===== src/rtl/mining_pkg.sv =====
// Shared definitions for the mining job sequencer: default nonce width, FSM state encoding, nonce type.
// Latency: n/a (types and constants only).
// Backpressure: n/a.
package mining_pkg;

    localparam int NONCE_W_DEFAULT = 32;

    // Sweep controller states; encoding is fixed so status readback tools can decode it.
    typedef enum logic [1:0] {
        IDLE  = 2'd0,
        ISSUE = 2'd1,
        WAIT  = 2'd2,
        DRAIN = 2'd3
    } state_t;

    typedef logic [NONCE_W_DEFAULT-1:0] nonce_t;

endpackage


===== src/rtl/nonce_sweep_ctrl_range_counter.sv =====
// Running nonce register for one sweep: load first/last, advance by STEP, flag the final attempt.
// Latency: load/advance take effect on the next clock; range_empty and at_end are combinational.
// Backpressure: none; the controller decides when to load or advance.
module nonce_range_counter #(
    parameter int          NONCE_W = 32,
    parameter int unsigned STEP    = 1
) (
    input  logic               clk,
    input  logic               reset_n,
    input  logic               load,
    input  logic               advance,
    input  logic [NONCE_W-1:0] first,
    input  logic [NONCE_W-1:0] last,
    output logic [NONCE_W-1:0] cur,
    output logic               range_empty,
    output logic               at_end
);

    localparam logic [NONCE_W:0] STEP_EXT = (NONCE_W+1)'(STEP);

    logic [NONCE_W-1:0] last_q;
    logic [NONCE_W:0]   next_ext;

    // One extra bit catches the carry out of cur+STEP so the sweep never wraps.
    assign next_ext = {1'b0, cur} + STEP_EXT;

    // Current attempt is the last one if it equals last, the next nonce passes last, or the add carries.
    always_comb begin
        at_end = (cur == last_q) || next_ext[NONCE_W] || (next_ext[NONCE_W-1:0] > last_q);
    end

    // A range whose start lies above its end (unsigned) has nothing to hash.
    always_comb begin
        range_empty = (first > last);
    end

    // Counter and latched range bound.
    always_ff @(posedge clk or negedge reset_n) begin
        if (!reset_n) begin
            cur    <= '0;
            last_q <= '0;
        end else if (load) begin
            cur    <= first;
            last_q <= last;
        end else if (advance) begin
            cur    <= next_ext[NONCE_W-1:0];
        end
    end

endmodule


===== src/rtl/nonce_sweep_ctrl.sv =====
// Nonce sweep sequencer: walks [first,last] by STEP, one hash per nonce, ends on first hit or range end.
// Latency: accepted start -> first sha_start 1 cycle; sha_done -> next sha_start 1 cycle; done 1 cycle after end.
// Backpressure: one hash outstanding; waits on sha_done. NONCE_SWEEP_STATS_EN adds the attempts counter.
module nonce_sweep_ctrl
    import mining_pkg::*;
#(
    parameter int          NONCE_W = NONCE_W_DEFAULT,
    parameter int unsigned STEP    = 1
) (
    input  logic               clk,
    input  logic               reset_n,
    input  logic               start,
    input  logic               stop,
    input  logic [NONCE_W-1:0] nonce_first,
    input  logic [NONCE_W-1:0] nonce_last,
    output logic               sha_start,
    output logic [NONCE_W-1:0] sha_nonce,
    input  logic               sha_done,
    input  logic               sha_hit,
    output logic               busy,
    output logic               found,
    output logic [NONCE_W-1:0] found_nonce,
    output logic               exhausted,
    output logic               done
`ifdef NONCE_SWEEP_STATS_EN
    ,
    output logic [NONCE_W:0]   attempts
`endif
);

    state_t             state;
    state_t             state_nxt;
    logic               load;
    logic               advance;
    logic               set_found;
    logic               set_exh;
    logic               clr_status;
    logic [NONCE_W-1:0] cur;
    logic               range_empty;
    logic               at_end;

    nonce_range_counter #(
        .NONCE_W (NONCE_W),
        .STEP    (STEP)
    ) u_range (
        .clk         (clk),
        .reset_n     (reset_n),
        .load        (load),
        .advance     (advance),
        .first       (nonce_first),
        .last        (nonce_last),
        .cur         (cur),
        .range_empty (range_empty),
        .at_end      (at_end)
    );

    assign sha_nonce = cur;
    assign busy      = (state != IDLE);

    // State register.
    always_ff @(posedge clk or negedge reset_n) begin
        if (!reset_n) begin
            state <= IDLE;
        end else begin
            state <= state_nxt;
        end
    end

    // Next state and per-cycle controls; stop always takes priority over a completing hash.
    always_comb begin
        state_nxt  = state;
        sha_start  = 1'b0;
        load       = 1'b0;
        advance    = 1'b0;
        set_found  = 1'b0;
        set_exh    = 1'b0;
        clr_status = 1'b0;
        case (state)
            IDLE: begin
                if (start) begin
                    load       = 1'b1;
                    clr_status = 1'b1;
                    if (range_empty) begin
                        set_exh = 1'b1;
                    end else begin
                        state_nxt = ISSUE;
                    end
                end
            end
            ISSUE: begin
                if (stop) begin
                    state_nxt = IDLE;
                end else begin
                    sha_start = 1'b1;
                    state_nxt = WAIT;
                end
            end
            WAIT: begin
                if (stop) begin
                    // The core is still busy unless it finishes this very cycle.
                    state_nxt = sha_done ? IDLE : DRAIN;
                end else if (sha_done) begin
                    if (sha_hit) begin
                        set_found = 1'b1;
                        state_nxt = IDLE;
                    end else if (at_end) begin
                        set_exh   = 1'b1;
                        state_nxt = IDLE;
                    end else begin
                        advance   = 1'b1;
                        state_nxt = ISSUE;
                    end
                end
            end
            DRAIN: begin
                if (sha_done) begin
                    state_nxt = IDLE;
                end
            end
            default: begin
                state_nxt = IDLE;
            end
        endcase
    end

    // Sticky result flags and the one-cycle completion pulse.
    always_ff @(posedge clk or negedge reset_n) begin
        if (!reset_n) begin
            found       <= 1'b0;
            found_nonce <= '0;
            exhausted   <= 1'b0;
            done        <= 1'b0;
        end else begin
            done <= set_found | set_exh;
            if (clr_status) begin
                found       <= 1'b0;
                found_nonce <= '0;
                exhausted   <= 1'b0;
            end
            if (set_found) begin
                found       <= 1'b1;
                found_nonce <= cur;
            end
            if (set_exh) begin
                exhausted   <= 1'b1;
            end
        end
    end

`ifdef NONCE_SWEEP_STATS_EN
    logic accept_done;

    // Only results consumed in WAIT count; drained or aborted attempts are discarded.
    assign accept_done = (state == WAIT) && sha_done && !stop;

    // Saturating count of completed attempts in the current sweep.
    always_ff @(posedge clk or negedge reset_n) begin
        if (!reset_n) begin
            attempts <= '0;
        end else if (load) begin
            attempts <= '0;
        end else if (accept_done && (attempts != '1)) begin
            attempts <= attempts + 1'b1;
        end
    end
`endif

endmodule


===== config.mk =====
export PLATFORM = sky130hd
export DESIGN_NAME = nonce_sweep_ctrl
export DESIGN_NICKNAME = d
export VERILOG_FILES = /design/src/rtl/mining_pkg.sv /design/src/rtl/nonce_sweep_ctrl_range_counter.sv /design/src/rtl/nonce_sweep_ctrl.sv
export SDC_FILE = /design/constraint.sdc
export NUM_CORES = 1
export LEC_CHECK = 0
export ABC_AREA = 1
export CAP_MARGIN = 5
export CORE_UTILIZATION = 30
export DETAILED_ROUTE_END_ITERATION = 16
export PLACE_DENSITY = 0.62
export SETUP_SLACK_MARGIN = 0.4
export SLEW_MARGIN = 40
export SYNTH_ARGS = -nofsm -noshare
export SYNTH_HDL_FRONTEND = slang
export SYNTH_SLANG_ARGS = --single-unit

===== constraint.sdc =====
create_clock -name clk -period 3 [get_ports clk]
set_clock_uncertainty 0.2 [all_clocks]
set_input_delay 0.9 -clock clk [delete_from_list [all_inputs] [get_ports clk]]
set_output_delay 0.9 -clock clk [all_outputs]
set_load 0.01 [all_outputs]

* After elaboration in Yosys (flattened, before gate mapping)
Index checks and enable logic that the tools add are counted.
Storage, ports and cells: bits in registers 101, input port bits 70
Operators by class: $add $sub $neg 1, order comparisons 2, equality and inequality tests 8, multiplexer cells 37, bitwise operators 1, reduce and logical (&&, ||, !) cells 8
Operators by type and width (number):
- two-way mux 32 bit | 4
- > comparator 32 bit | 2
- adder 32 x 1 -> 33 bit (second input constant) | 1
- == test 32 bit | 1
- two-way mux 1 bit | 24
- two-way mux 2 bit | 7
- one-hot mux 2 bit (4 select lines) | 1
- nonzero test 2 bit | 4
- inequality test 2 bit (second input constant) | 3
- == test 2 bit (second input constant) | 2
- AND reduction 4 bit | 1
- inequality test 3 bit (second input constant) | 1
- == test 2 x 1 -> 1 bit (second input constant) | 1
- zero test 2 bit | 1
- logical OR 1 bit | 2
- one-hot mux 1 bit (2 select lines) | 1
- OR 1 bit | 1

* Logic depth before layout (Yosys ltp)
Gate-level depths: netlist (run 1).
depth after elaboration 10, depth in mapped cells 25, depth with buffers taken out 24

* Cells and area by module
From an unflattened synthesis (run 1), not the netlist that was laid out.
Second synthesis, totals: cell total of the unflattened synthesis 989, area, all modules 7377.1 um^2
By module, submodules not included:
- nonce_range_counter | times used 1, cells each 809, area an instance 5576.6 um^2
- nonce_sweep_ctrl | times used 1, cells each 180, area an instance 1800.5 um^2

* Worst setup path after synthesis (run 1)
No wires, ideal clock.
path kind register to register, start reg u_range.cur[0], end reg u_range.cur[3], setup time 0.117 ns, data arrival time 2.903 ns, data required time 2.683 ns, slack -0.220 ns, cell stages (with the launch flop) 22, path buffers 1, cells stage by stage dfrtp_1 ha_1 nand2_1 nor2_2 nand2_1 inv_2 nand4_1 or2_2 and2_1 ha_1 nand2_1 nor2_1 nand2_1 nor2_1 nand2_1 nand2_1 nand2_1 nand3_4 nand2_4 buf_6 nand2_1 nand2_1
Between the ends: longest elaborated chain between the ends 9, elaborated cells on any way between the ends 13, those cells by class 1 x add/sub; 1 x order compare; 1 x eq/ne; 7 x mux; 3 x reduce/logical
RTL lines:
- from (decl) | RTL line nonce_sweep_ctrl_range_counter.sv:14 | output logic [NONCE_W-1:0] cur,
- from (signal assigned) | RTL line nonce_sweep_ctrl_range_counter.sv:43 | cur <= first;
- from (signal assigned) | RTL line nonce_sweep_ctrl_range_counter.sv:46 | cur <= next_ext[NONCE_W-1:0];
- adder 32 x 1 -> 33 bit / == test 32 bit (equally long branches) | RTL line nonce_sweep_ctrl_range_counter.sv:25, nonce_sweep_ctrl_range_counter.sv:29
- > comparator 32 bit / logical OR 1 bit (equally long branches) | RTL line nonce_sweep_ctrl_range_counter.sv:29 | at_end = (cur == last_q) || next_ext[NONCE_W] || (next_ext[NONCE_W-1:0] > last_q);
- logical OR 1 bit | RTL line nonce_sweep_ctrl_range_counter.sv:29
- two-way mux 1 bit | RTL line nonce_sweep_ctrl.sv:106 | end else if (at_end) begin
- two-way mux 1 bit | RTL line nonce_sweep_ctrl.sv:103 | if (sha_hit) begin
- two-way mux 1 bit | RTL line nonce_sweep_ctrl.sv:102 | end else if (sha_done) begin
- two-way mux 1 bit | RTL line nonce_sweep_ctrl.sv:99 | if (stop) begin
- two-way mux 1 bit | RTL line nonce_sweep_ctrl.sv:78 | case (state)
- nonzero test 2 bit (no line)
Parallel ways exist; a longest one is shown, timed or not. The select of a mux whose other input is x is not followed. A chain may end at the register's enable or synchronous reset.

* Worst setup path after layout (run 1)
start reg u_range.cur[5], end reg u_range.cur[19]
The elaborated chain is that of the path after synthesis.

==> metrics.md, run 1 <==
| Metric | Value |
|---|---|
| Critical Path Slowest Stage Cell | `dfrtp_1` |
| First-pass GRT wire length | `42300 um` |
| Worst reg2reg path depth | `22` |
| Pint | `5280 uW` |
| Mapped Area | `7350 sq um` |
| Die area | `25100 sq um` |
| Hold Violations, Final | `0` |
| Area contributors post-synth | `dfrtp_1, nand2_1, ha_1, nand3_1, inv_1` |
| Lkg Pwr | `0.00623 uW` |
| Yosys top cell by area | `dfrtp_1` |
| Synth top cells by count | `nand2_1, inv_1, dfrtp_1` |
| Vias in the first global route | `8012` |
| Syn Inst Count | `1060` |
| Sw frac | `0.446` |
| Starting density of the core | `0.309` |
| TritonRoute pass-1 iters | `5` |
| Post-synthesis sequential area ratio | `0.344` |
| Root Driver | `clkbuf_16` |
| Minimum clock period | `between 3 and 4 ns` |
| Final core occ | `0.504` |
| # DRC | `0` |
| Port-buffer cells | `between 100 and 150` |
| Register area | `2550 sq um` |
| Tot GR Track Use | `0.223` |
| Worst path cell trace | `nand2_2, nor3_4, buf_4, nand2_4, nor2_4, nand3_2, buf_6, buf_4, buf_4, buf_4, buf_4, buf_4, buf_4, buf_4, buf_4, buf_4, buf_4, buf_4, nand3_1, nand2_1, nand2_2, nand2_1` |
| Footprint of the multi-input gates | `4940 sq um` |
| CP Depth | `22` |
| DR WL/cell | `16.1 um` |
| Clock sink count | `101` |
| Width of the die | `159 um` |
| Ys Warns | `0` |
| CP peak stage delay | `0.41 ns` |
| Max-cap violations | `0` |
| Logic pwr share | `0.626` |
| Worst slew pin tran | `0.473 ns` |
| Asr flop ratio synth | `1.00` |
| Share of the synthesized area in the top cell type | `0.344` |
| FP Rows | `56` |
| Share of cells above drive strength 1 | `0.304` |
| Count of different cell masters after synthesis | `34` |
| Dominant synthesized flop cell | `dfrtp_1` |
| Mean area per synthesized cell | `slightly below 7 sq um` |
| Seq cells post-synth | `101` |
| Number of buffers and inverters on the critical path | `13` |
| Hold Crit Class | `in -> async` |
| Fmax | `0.307 GHz` |
| P_sw | `between 4000 and 5000 uW` |
| Die height | `159 um` |
| Rel. slew slack | `0.684` |
| Sequential power share | `0.236` |
| Num CTS Buffers | `9` |
| Fillers | `2211` |
| Via count | `between 8000 and 9000` |
| WP data required | `3.06 ns` |
| EDFF count, synth | `0` |
| Clock transition at path regs | `0.07 ns` |
| Largest net degree at the start of global routing | `67` |
| Slew Limit Fails | `0` |
| IO Count | `139` |
| Failing checks | `setup timing` |
| Routed WL | `27700 um` |
| CP delay by family, top | `buffers and inverters` |
| Hold_ws | `0.190 ns` |
| Net count, final | `1535` |
| DR vias/cell | `roughly 4.8` |
| Kind of critical path | `reg -> reg` |
| Status | `finished, violations left` |
| Critical path endpoint category | `flip-flop` |
| Setup violators final | `35` |
| CTS max path bufs | `2` |
| CTS tree | `done` |
| Crit share post-route | `1.09` |
| Depth of the CTS H-tree | `3` |
| Critical Path Start Type | `flip-flop` |
| 1st-iter DRT viols | `541` |
| ANT nets after route | `0` |
| Layout area overhead | `62.9%` |
| CP arrival | `3.32 ns` |
| CP dominant cell by count | `buf_4` |
| Initial antenna violation count | `0` |
| PwrDens | `about 800 nW/um^2` |
| Total gr overflow | `0` |
| Critical-path maximum fanout | `2` |
| Worst vdd ir | `0.420 mV` |
| Clk pwr share | `0.137` |
| Hpwl dp | `20400 um` |
| Core area | `roughly 24000 sq um` |
| PnR worst setup slack | `-0.262 ns` |
| N_diodes | `0` |
| Syn Nets | `1195` |
| Most frequent cell after synthesis | `nand2_1` |
| Gpl congestion | `approximately 0.90` |
| Unrepaired setup endpoints after global routing | `yes` |
| Worst-Skew Late Latency | `0.37 ns` |
==> what timing repair did <==
action / CTS / global route
gates resized for setup: 140 / 72
cloned: 1 / 0
hold buffers: 0 / 0
pin swaps: 40 / 38
setup endpoints to repair: 42 / 41
buffers inserted: 56 / 12
==> metrics by stage <==
| stage | total power [uW] | TNS, ns | setup WS (ns) | area (sq um) | std cells |
|---|---|---|---|---|---|
| after global placement | 7050 | -12.54 | -0.368 | 10300 | 1639 |
| after detailed placement | 7150 | -12.56 | -0.377 | 10300 | 1639 |
| after CTS | 9090 | -4.45 | -0.151 | 11600 | 1712 |
| final | 9520 | -7.46 | -0.262 | 12000 | 1724 |
| after global routing | 10200 | -15.46 | -0.474 | 12000 | 1724 |
| after floorplan | 4800 | 0 | 0.0625 | 7450 | 1060 |
==> per-layer routing <==
metal | vias to the layer above | routed length (um) | track usage
met4 | 0 | 471 | 0.0604
met2 | 276 | 12700 | 0.360
met1 | 3888 | 12800 | 0.304
met3 | 37 | 1730 | 0.0395
met5 | - | 0 | 0
li1 | 4066 | - | -
==> registers in the layout, indices dropped and copies added, names as in the netlist <==
signal and count:
u_range.last_q 32, found 1, done 1, state 2, exhausted 1, u_range.cur 32, found_nonce 32
==> area by class of cell <==
type                            instances  share of cell area
Clock inverter                          7             0.00752
Timing Repair Buffer                  363               0.273
Inverter                              135              0.0425
Multi-Input combinational cell        790               0.413
Tap cell                              319              0.0333
Clock buffer                            9              0.0188
Sequential cell                       101               0.213
==> path summary, 6_finish.rpt <==
kind / startpoint / endpoint / slack (ns)
worst max-delay path: u_range.cur[5] / u_range.cur[19] / -0.26
max in group asynchronous: reset_n / u_range.cur[10] / 1.75
min in group clk: u_range.last_q[0] / u_range.last_q[0] / 0.30
worst max register to register: u_range.cur[5] / u_range.cur[19] / -0.26
worst min-delay path: reset_n / found_nonce[27] / 0.19
worst min register to register: u_range.last_q[0] / u_range.last_q[0] / 0.30
==> logic make-up after synthesis <==
kind of cell | Yosys count | synth area share
buffers and inverters | 169 | 0.0911
XOR/XNOR | 29 | 0.0346
flip-flops | 101 | 0.344
AND/OR/NAND/NOR | 570 | 0.332
adder cells (fa/ha/maj) | 65 | 0.111
AO/OA/AOI/OAI | 126 | 0.0880
==> power by group through the flow <==
stage,combinational (uW),sequential [uW],clock [uW]
global placement,4840,2210,0
detailed placement,4930,2230,0
floorplan,2460,2340,0
CTS,5550,2220,1320
finish,5960,2250,1310
global route,6510,2300,1370
==> cells in the final DEF, fill, tap and decap left out, drive strengths merged, types with 3 or more instances in the layout <==
| cell | n |
|---|---|
| a21oi | 33 |
| and2 | 4 |
| buf | 228 |
| clkbuf | 9 |
| clkdlybuf4s50 | 120 |
| clkinv | 4 |
| dfrtp | 101 |
| dlygate4sd2 | 9 |
| dlymetal6s2s | 6 |
| ha | 65 |
| inv | 134 |
| nand2 | 349 |
| nand3 | 93 |
| nand4 | 11 |
| nor2 | 79 |
| nor3 | 26 |
| nor4 | 6 |
| o21a | 3 |
| o21ai | 87 |
| xor2 | 28 |
No activity file was read; power rests on OpenSTA's default activity.
==> run 2: changes to the inputs <==
CTS_CLUSTER_DIAMETER = 120   (was not set)
==> results of run 2 <==
No change in the layout: final DEF, timing and power equal those of run 1.
==> run 3: changes to the inputs <==
CORE_UTILIZATION = 48   (was 30)
PLACE_DENSITY = 0.86   (was 0.62)
SETUP_SLACK_MARGIN = not set   (was 0.4)
==> metrics.md, run 3 (synthesis gave the netlist of run 1 again) <==
| Metric | Value |
|---|---|
| Gpl congestion | `0.979 (was 0.905)` |
| ANT nets after route | `0 (unchanged)` |
| Most frequent cells in the layout | `nand2_1, buf_4, clkdlybuf4s50_1, inv_1, dfrtp_1 (unchanged)` |
| Root Driver | `clkbuf_16 (unchanged)` |
| First-pass GRT wire length | `41500 um (was 42300 um)` |
| PnR worst setup slack | `-0.776 ns (was -0.262 ns)` |
| Num CTS Buffers | `9 (unchanged)` |
| Largest net degree at the start of global routing | `67 (unchanged)` |
| Number of buffers and inverters on the critical path | `3 (was 13)` |
| Depth of the CTS H-tree | `3 (unchanged)` |
| # DRC | `0 (unchanged)` |
| Top flop regs | `found_nonce: 32 flops, u_range.cur: 32 flops, u_range.last_q: 32 flops (unchanged)` |
| Hpwl dp | `18500 um (was 20400 um)` |
| Port-buffer cells | `138 (unchanged)` |
| Vias in the first global route | `8257 (was 8012)` |
| Lkg Pwr | `0.00579 uW (was 0.00623 uW)` |
| Via count | `9430 (was 8267)` |
| Failing checks | `setup timing (unchanged)` |
| Initial antenna violation count | `0 (unchanged)` |
| Critical Path Start Type | `flip-flop (unchanged)` |
| Setup violators final | `35 (unchanged)` |
| Fin Setup TNS | `-25.36 ns (was -7.46 ns)` |
| Unrepaired setup endpoints after global routing | `yes (unchanged)` |
| CP arrival | `3.83 ns (was 3.32 ns)` |
| FP Rows | `44 (was 56)` |
| Cts hold-fix bufs | `0 (unchanged)` |
| Rel. slew slack | `0.688 (was 0.684)` |
| CP peak stage delay | `0.41 ns (about the same)` |
| Power consumption | `10000 uW (was 9520 uW)` |
| Clock sink count | `101 (unchanged)` |
| Footprint of the multi-input gates | `4930 sq um (was 4940 sq um)` |
| Worst vdd ir | `0.552 mV (was 0.420 mV)` |
| Critical-path maximum fanout | `8 (was 2)` |
| Layout area overhead | `54.3% (was 62.9%)` |
| Critical path endpoint category | `flip-flop (unchanged)` |
| TritonRoute pass-1 iters | `8 (was 5)` |
| CP dominant cell by count | `nand2_1 (was buf_4)` |
| Fillers | `906 (was 2211)` |
| DR vias/cell | `6.17 (was 4.80)` |
| N_diodes | `0 (unchanged)` |
| Critical Path Slowest Stage Cell | `dfrtp_2 (was dfrtp_1)` |
| Worst slew pin tran | `0.468 ns (was 0.473 ns)` |
| Width of the die | `126 um (was 159 um)` |
| Net count, final | `1475 (was 1535)` |
| Hold Violations, Final | `0 (unchanged)` |
| 1st-iter DRT viols | `1451 (was 541)` |
| Die height | `126 um (was 159 um)` |
| IO Count | `139 (unchanged)` |
| Tot GR Track Use | `0.337 (was 0.223)` |
| Fmax | `0.265 GHz (was 0.307 GHz)` |
| Slew Limit Fails | `0 (unchanged)` |
| Kind of critical path | `reg -> reg (unchanged)` |
| Hold Crit Class | `in -> async (unchanged)` |
| Total gr overflow | `0 (unchanged)` |
| Hold_ws | `0.139 ns (was 0.190 ns)` |
| Leading cell type in the layout, fill and taps excluded | `nand2_1 (unchanged)` |
| Status | `finished, violations left (unchanged)` |
| Clock transition at path regs | `0.08 ns (was 0.07 ns)` |
| Max-cap violations | `0 (unchanged)` |
| Register area | `2540 sq um (was 2550 sq um)` |
| Starting density of the core | `0.498 (was 0.309)` |
| Core area | `14800 sq um (was 23800 sq um)` |
| WP data required | `3.05 ns (was 3.06 ns)` |
| Placed Cells | `1484 (was 1639)` |
| CTS tree | `done (unchanged)` |
| DR WL/cell | `21.0 um (was 16.1 um)` |
| Routed WL | `32000 um (was 27700 um)` |
| PwrDens | `884 nW/um^2 (was 795 nW/um^2)` |
| Final non-filler cell total | `1529 (was 1724)` |
| Share of cells above drive strength 1 | `0.260 (was 0.304)` |
| Crit share post-route | `1.26 (was 1.09)` |
| Minimum clock period | `3.78 ns (was 3.26 ns)` |
| CTS max path bufs | `2 (unchanged)` |
| Worst-Skew Late Latency | `0.37 ns (about the same)` |
| CP delay by family, top | `simple AND/OR/NAND/NOR gates (was buffers and inverters)` |
| Final core occ | `0.769 (was 0.504)` |
| Die area | `15800 sq um (was 25100 sq um)` |
[run 3: layer usage]
layer	up-vias	global-route usage	wire length (um)
li1	3960	-	-
met1	4289	0.435	11200
met2	915	0.544	13900
met3	266	0.0680	4380
met4	0	0.157	2540
met5	-	0	0
[run 3: final cells by class]
cell class	instances	share of cell area
clock buffers	13	0.0238
clock inverters	3	0.00794
well taps	184	0.0203
inverters	135	0.0447
flip-flops and latches	101	0.224
multi-input cells	790	0.435
repair buffers	303	0.245
[run 3: path summary, 6_finish.rpt]
| kind | startpoint | endpoint | slack, ns | depth (start not counted) |
|---|---|---|---|---|
| worst max-delay path | u_range.cur[1] | u_range.cur[5] | -0.78 | 25 |
| worst min-delay path | reset_n | state[1] | 0.14 | 1 |
| worst max register to register | u_range.cur[1] | u_range.cur[5] | -0.78 | 25 |
| worst min register to register | found | found | 0.29 | 2 |
| max in group asynchronous | reset_n | u_range.cur[28] | 1.79 | 2 |
| min in group clk | found | found | 0.29 | 2 |
[run 3: through the flow]
stage | instance area, sq um | setup WS [ns]
final | 11300 | -0.776
after global routing | 11300 | -0.814
after floorplan | 7380 | 0.0186
after detailed placement | 9930 | -0.324
after global placement | 9930 | -0.270
after CTS | 10700 | -0.225
[run 3: report_power, final]
| part | switching, uW | internal (uW) |
|---|---|---|
| sequential | 444 | 1810 |
| combinational | 3730 | 2590 |
| clock | 564 | 886 |
| total | 4740 | 5290 |
[run 3: timing repair]
action                                  CTS  global route
pin swaps                                 6            46
setup buffers                            12            15
gates resized for setup                  66           116
cloned                                    1             1
endpoints found under the setup margin   36            35
[run 3: worst reg2reg max path, cell delays in order, from the launching register on]
cell and delay [ns]:
dfrtp_2 0.41, ha_4 0.16, nand2_2 0.07, nor2_4 0.19
nand2_4 0.11, nor2_4 0.16, nand2_2 0.09, nor2_1 0.16
nand2_1 0.11, nand2_2 0.10, inv_1 0.16, ha_4 0.36
nand2_1 0.09, nor2_4 0.14, nand2_1 0.08, inv_1 0.06
nand2_1 0.05, nand2_1 0.08, nand2_1 0.07, nand2_1 0.11
nand2_2 0.10, nand3_4 0.14, nand2_8 0.12, buf_12 0.18
nand2_1 0.09, nand2_1 0.06
